===== src/rtl/hilo_unit_if.sv =====
// Bus between the control unit / mult / div side and the HI/LO register unit.
interface hilo_unit_if;
  logic        OpStart;
  logic        OpSel;
  logic        MultStart;
  logic        MultStop;
  logic [31:0] MultHI;
  logic [31:0] MultLO;
  logic        DivStart;
  logic        DivStop;
  logic        DivZero;
  logic [31:0] DivHI;
  logic [31:0] DivLO;
  logic        WrHI;
  logic        WrLO;
  logic [31:0] WrData;
  logic [31:0] HI;
  logic [31:0] LO;
  logic        Busy;
  logic        Done;
  logic        DivZeroExc;
  logic        TimeoutExc;

  modport master (
    output OpStart, OpSel, MultStop, MultHI, MultLO,
           DivStop, DivZero, DivHI, DivLO, WrHI, WrLO, WrData,
    input  MultStart, DivStart, HI, LO, Busy, Done, DivZeroExc, TimeoutExc
  );

  modport slave (
    input  OpStart, OpSel, MultStop, MultHI, MultLO,
           DivStop, DivZero, DivHI, DivLO, WrHI, WrLO, WrData,
    output MultStart, DivStart, HI, LO, Busy, Done, DivZeroExc, TimeoutExc
  );
endinterface


===== src/rtl/hilo_unit.sv =====
// HI/LO register unit: launches mult/div, captures results, serves mthi/mtlo,
// and turns divide-by-zero / hung-unit conditions into exception pulses.
module hilo_unit #(
  parameter int unsigned TIMEOUT = 48
) (
  input  logic       Clock,
  input  logic       Reset,
  hilo_unit_if.slave bus
);

  typedef enum logic [1:0] {IDLE, START, WAIT, DONE} state_t;

  localparam int unsigned CW = $clog2(TIMEOUT);

  state_t        state, state_nx;
  logic          sel;
  logic [CW-1:0] cnt;
  logic [31:0]   hi_r, lo_r;
  logic          zexc_r, texc_r;

  logic          sel_stop;
  logic [31:0]   sel_hi, sel_lo;
  logic          abort_zero, load_result, abort_timeout;

  // Selected-unit view and WAIT-state event decode in priority order.
  always_comb begin
    sel_stop      = sel ? bus.DivStop : bus.MultStop;
    sel_hi        = sel ? bus.DivHI   : bus.MultHI;
    sel_lo        = sel ? bus.DivLO   : bus.MultLO;
    abort_zero    = (state == WAIT) && sel && bus.DivZero;
    load_result   = (state == WAIT) && !abort_zero && sel_stop;
    abort_timeout = (state == WAIT) && !abort_zero && !sel_stop &&
                    (cnt == CW'(TIMEOUT - 1));
  end

  // State register.
  always_ff @(posedge Clock) begin
    if (Reset) state <= IDLE;
    else       state <= state_nx;
  end

  // Next-state logic.
  always_comb begin
    state_nx = state;
    case (state)
      IDLE:    if (bus.OpStart) state_nx = START;
      START:   state_nx = WAIT;
      WAIT: begin
        if (abort_zero || abort_timeout) state_nx = IDLE;
        else if (load_result)            state_nx = DONE;
      end
      DONE:    state_nx = IDLE;
      default: state_nx = IDLE;
    endcase
  end

  // Datapath: op select latch, wait counter, HI/LO registers, exception pulses.
  always_ff @(posedge Clock) begin
    if (Reset) begin
      sel    <= 1'b0;
      cnt    <= '0;
      hi_r   <= '0;
      lo_r   <= '0;
      zexc_r <= 1'b0;
      texc_r <= 1'b0;
    end else begin
      zexc_r <= abort_zero;
      texc_r <= abort_timeout;
      if (state == IDLE) begin
        if (bus.OpStart) sel  <= bus.OpSel;
        if (bus.WrHI)    hi_r <= bus.WrData;
        if (bus.WrLO)    lo_r <= bus.WrData;
      end
      if (state == START)     cnt <= '0;
      else if (state == WAIT) cnt <= cnt + CW'(1);
      if (load_result) begin
        hi_r <= sel_hi;
        lo_r <= sel_lo;
      end
    end
  end

  assign bus.MultStart  = (state == START) && !sel;
  assign bus.DivStart   = (state == START) && sel;
  assign bus.Busy       = (state != IDLE);
  assign bus.Done       = (state == DONE);
  assign bus.HI         = hi_r;
  assign bus.LO         = lo_r;
  assign bus.DivZeroExc = zexc_r;
  assign bus.TimeoutExc = texc_r;

endmodule


===== src/flat_wrapper.sv =====
// flat-port wrapper written by rule: the top's interface ports become plain ports
module hilo_unit_flat 
#(
  parameter int unsigned TIMEOUT = 48
)
  (Clock, Reset, bus_OpStart, bus_OpSel, bus_MultStop, bus_MultHI, bus_MultLO, bus_DivStop, bus_DivZero, bus_DivHI, bus_DivLO, bus_WrHI, bus_WrLO, bus_WrData, bus_MultStart, bus_DivStart, bus_HI, bus_LO, bus_Busy, bus_Done, bus_DivZeroExc, bus_TimeoutExc);
  hilo_unit_if bus_i ();
  input  logic Clock;
  input  logic Reset;
  input wire logic [$bits(bus_i.OpStart)-1:0] bus_OpStart;
  input wire logic [$bits(bus_i.OpSel)-1:0] bus_OpSel;
  input wire logic [$bits(bus_i.MultStop)-1:0] bus_MultStop;
  input wire logic [$bits(bus_i.MultHI)-1:0] bus_MultHI;
  input wire logic [$bits(bus_i.MultLO)-1:0] bus_MultLO;
  input wire logic [$bits(bus_i.DivStop)-1:0] bus_DivStop;
  input wire logic [$bits(bus_i.DivZero)-1:0] bus_DivZero;
  input wire logic [$bits(bus_i.DivHI)-1:0] bus_DivHI;
  input wire logic [$bits(bus_i.DivLO)-1:0] bus_DivLO;
  input wire logic [$bits(bus_i.WrHI)-1:0] bus_WrHI;
  input wire logic [$bits(bus_i.WrLO)-1:0] bus_WrLO;
  input wire logic [$bits(bus_i.WrData)-1:0] bus_WrData;
  output wire logic [$bits(bus_i.MultStart)-1:0] bus_MultStart;
  output wire logic [$bits(bus_i.DivStart)-1:0] bus_DivStart;
  output wire logic [$bits(bus_i.HI)-1:0] bus_HI;
  output wire logic [$bits(bus_i.LO)-1:0] bus_LO;
  output wire logic [$bits(bus_i.Busy)-1:0] bus_Busy;
  output wire logic [$bits(bus_i.Done)-1:0] bus_Done;
  output wire logic [$bits(bus_i.DivZeroExc)-1:0] bus_DivZeroExc;
  output wire logic [$bits(bus_i.TimeoutExc)-1:0] bus_TimeoutExc;
  assign bus_i.OpStart = bus_OpStart;
  assign bus_i.OpSel = bus_OpSel;
  assign bus_i.MultStop = bus_MultStop;
  assign bus_i.MultHI = bus_MultHI;
  assign bus_i.MultLO = bus_MultLO;
  assign bus_i.DivStop = bus_DivStop;
  assign bus_i.DivZero = bus_DivZero;
  assign bus_i.DivHI = bus_DivHI;
  assign bus_i.DivLO = bus_DivLO;
  assign bus_i.WrHI = bus_WrHI;
  assign bus_i.WrLO = bus_WrLO;
  assign bus_i.WrData = bus_WrData;
  assign bus_MultStart = bus_i.MultStart;
  assign bus_DivStart = bus_i.DivStart;
  assign bus_HI = bus_i.HI;
  assign bus_LO = bus_i.LO;
  assign bus_Busy = bus_i.Busy;
  assign bus_Done = bus_i.Done;
  assign bus_DivZeroExc = bus_i.DivZeroExc;
  assign bus_TimeoutExc = bus_i.TimeoutExc;
  hilo_unit #(.TIMEOUT(TIMEOUT)) u_core (.Clock(Clock), .Reset(Reset), .bus(bus_i));
endmodule

===== config.mk =====
export PLATFORM = sky130hd
export DESIGN_NAME = hilo_unit_flat
export DESIGN_NICKNAME = d
export VERILOG_FILES = /design/src/rtl/hilo_unit_if.sv /design/src/rtl/hilo_unit.sv /design/src/flat_wrapper.sv
export SDC_FILE = /design/constraint.sdc
export NUM_CORES = 1
export LEC_CHECK = 0
export ABC_AREA = 1
export CAP_MARGIN = 20
export CORE_UTILIZATION = 36
export DETAILED_ROUTE_END_ITERATION = 6
export PLACE_DENSITY = 0.77
export REMOVE_ABC_BUFFERS = 1
export SLEW_MARGIN = 20
export SYNTH_ARGS = -nofsm -noshare
export SYNTH_HDL_FRONTEND = slang
export SYNTH_SLANG_ARGS = --single-unit

===== constraint.sdc =====
create_clock -name Clock -period 1.4 [get_ports Clock]
set_clock_uncertainty 0.15 [all_clocks]
set_input_delay 0.28 -clock Clock [delete_from_list [all_inputs] [get_ports Clock]]
set_output_delay 0.28 -clock Clock [all_outputs]
set_load 0.01 [all_outputs]

==> impl_metrics.toml <==
[timing]
max_slew_margin_pct = 73.7
fin_crit_sh_pct = 121
fin_ws_ns = -0.299
fmax_ghz = 0.589
hold_violations = 0
fin_crit_ns = 1.70
setup_viol = 73
worst_slew_pin_slew_ns = 0.393
setup_tns_ns = -16.81
rsz0062_at_grt = "true"
slew_violations = 0

[placement]
portBuffers = 238
dp_hpwl_um = 11600
place_congestion = 0.801
placed_area_um2 = 7360
dp.cells = 1175

[setup_path]
required_ns = 1.47
max_stage_delay_ns = 0.36
slowest_stage = "dfxtp_4"
path_buf_inv = 5
critPathLaunchType = "flop"
end_kind = "flop"
cp_max_fo = 10
critical_path_arrival_ns = 1.77
path_cells = "inv_4 > buf_6 > nand2_8 > nor2_8 > nand2_8 > buf_12 > buf_16 > nand3_1 > nand3_1 > nand2_1 > inv_1"
worstSetupPathType = "flop to flop"
critPathTopFamily = "simple AND/OR/NAND/NOR gates"

[final_layout]
layout.cells.non_filler = 1224
drive_above_1_share_pct = 22.5
antennaDiodeCount = 0
final_cell_area_um2 = 8640
area_delta_synth_final_pct = 91.4
nets = 1221

[routing]
drcViolationCount = 0
vias = 5917
drt_iter0_markers = 256
vias_per_cell = 4.83
detail-route-antenna-nets = 0
routedWlPerCell_um = 14.7
wl_um = 18000
drt_pass1_iterations = 4

[run_status]
violations = "negative setup slack"
status = "complete, but fails checks"

[global_routing]
first_global_vias = 5634
grt_overflow = 0
antenna_found_initial = 0
grt_max_degree = 40
grt_pass1_wl_um = 26700
grt_usage_pct = 26.1

[clocking]
clock_path_buffers = 2
cts_root_buf = "clkbuf_16"
cts_sinks = 75
insertion_delay_ns = 0.33
numCtsBuffers = 9
h-tree-depth = 3
cts_tree = "yes"
clk_pin_slew_ns = 0.05

[pwr]
cellPowerDensity_nw_per_um2 = 1050
p_leak_uw = 0.00451
ir_worst_vdd_mv = 0.506

[floorplanning]
pin_count = 239
die_x_um = 114
initial_utilization_pct = 37.3
row_count = 40
core_um2 = 12100
die_h_um = 114
dieArea_um2 = 13000

[yosys]
syn_inst = 778
synth.cell_area_um2 = 4520
synth_cell_types = 23
yosys_warnings = 0
synth-seq-cells = 75
synth_area_per_cell_um2 = 5.80
synth_seq_area_share_pct = 33.3

[worst_hold_path]
hold_path.class = "flop to flop"

[run]
drv_cap = 0
==> worst reg2reg max path, stage by stage, from the launching register on <==
cell and delay (ns):
dfxtp_4 0.36, inv_4 0.06, buf_6 0.11, nand2_8 0.06, nor2_8 0.20, nand2_8 0.14, buf_12 0.16, buf_16 0.14
nand3_1 0.06, nand3_1 0.06, nand2_1 0.06, inv_1 0.04
==> report_power, final <==
group	internal (uW)	switching (uW)	leakage, uW
registers	2450	189	0.000618
clock network	1190	864	0.000127
logic	2140	2280	0.00377
==> worst paths after layout <==
kind,from,to,slack (ns),depth (start not counted)
hold reg to reg,u_core.cnt[2],u_core.cnt[2],0.36,2
setup / recovery,u_core.state[0],u_core.bus.LO[7],-0.30,11
hold / removal,u_core.cnt[2],u_core.cnt[2],0.36,2
setup reg to reg,u_core.state[0],u_core.bus.LO[7],-0.30,11
==> through the flow <==
stage	hold slack (ns)	setup slack [ns]	utilization (%)	power, uW
after floorplan	0.199	-2.38	-	4280
after global placement	0.316	-0.460	60.8	6270
after detailed placement	0.323	-0.464	60.8	6330
after CTS	0.333	-0.259	68.2	8790
after global routing	0.368	-0.367	71.4	9690
final	0.358	-0.299	71.4	9120
==> cell families after synthesis <==
family,share of synthesized area (%)
AOI/OAI and AO/OA,1.77
xor gates and xnor gates,0.194
adders and majority gates,0.277
buffers and inverters,11.9
DFF,33.3
and+or+nand+nor,52.6
==> cell type report <==
class                   count  area, um2
fillers                  1033       3470
repair buffers            312       3290
multi-input cells         579       3090
flip-flops and latches     75       1510
inverters                  74        288
clock buffers              13        240
well taps                 168        210
clock inverters             3       15.0
==> sequential cells by signal, summed over array words and instances, names as in the netlist <==
register	flops
u_core.bus.HI	32
u_core.bus.LO	32
u_core.cnt	6
u_core.state	2
u_core.bus.DivZeroExc	1
u_core.bus.TimeoutExc	1
u_core.sel	1
==> Yosys cell counts, drive strengths merged <==
master | n | share of area [%]
a21oi | 6 | 0.67
nand4 | 1 | 0.14
nand3 | 183 | 20
ha | 1 | 0.28
inv | 73 | 6.1
nor3 | 2 | 0.22
clkinv | 1 | 0.083
buf | 36 | 4.5
clkbuf | 15 | 1.2
dfxtp | 75 | 33
nor2 | 28 | 2.9
nand2 | 345 | 29
o21ai | 10 | 1.1
or2 | 1 | 0.14
xnor2 | 1 | 0.19
==> layer usage <==
metal  vias up  track usage, %  part of all wire, %
met5         -               0                    0
met4         0            11.6                  2.6
met3        33            4.89                  5.6
met2       184            47.5                   52
met1      2711            29.6                   40
li1       2989               -                    -
==> cell usage in the layout, fill, tap and decap left out, types with 3 or more instances in the layout <==
| master | instances |
|---|---|
| a21oi_1 | 4 |
| buf_12 | 18 |
| buf_16 | 7 |
| buf_2 | 3 |
| buf_4 | 33 |
| buf_6 | 12 |
| clkbuf_1 | 4 |
| clkbuf_16 | 12 |
| clkbuf_2 | 15 |
| clkdlybuf4s15_1 | 24 |
| clkdlybuf4s50_1 | 168 |
| clkinv_2 | 3 |
| dfxtp_1 | 71 |
| dfxtp_4 | 3 |
| dlygate4sd2_1 | 27 |
| inv_1 | 62 |
| inv_2 | 7 |
| inv_4 | 4 |
| nand2_1 | 307 |
| nand2_2 | 20 |
| nand2_4 | 16 |
| nand2_8 | 3 |
| nand3_1 | 122 |
| nand3_2 | 57 |
| nand3_4 | 4 |
| nor2_1 | 16 |
| nor2_2 | 6 |
| nor2_4 | 5 |
| o21ai_0 | 9 |
==> timing repair <==
item	4_1_cts	5_1_grt
hold buffers	0	0
cloned	10	5
pin swaps	23	28
buffers inserted	16	8
endpoints found under the setup margin	137	111
gates resized for setup	172	148
Power figures use the tool's default switching activity.
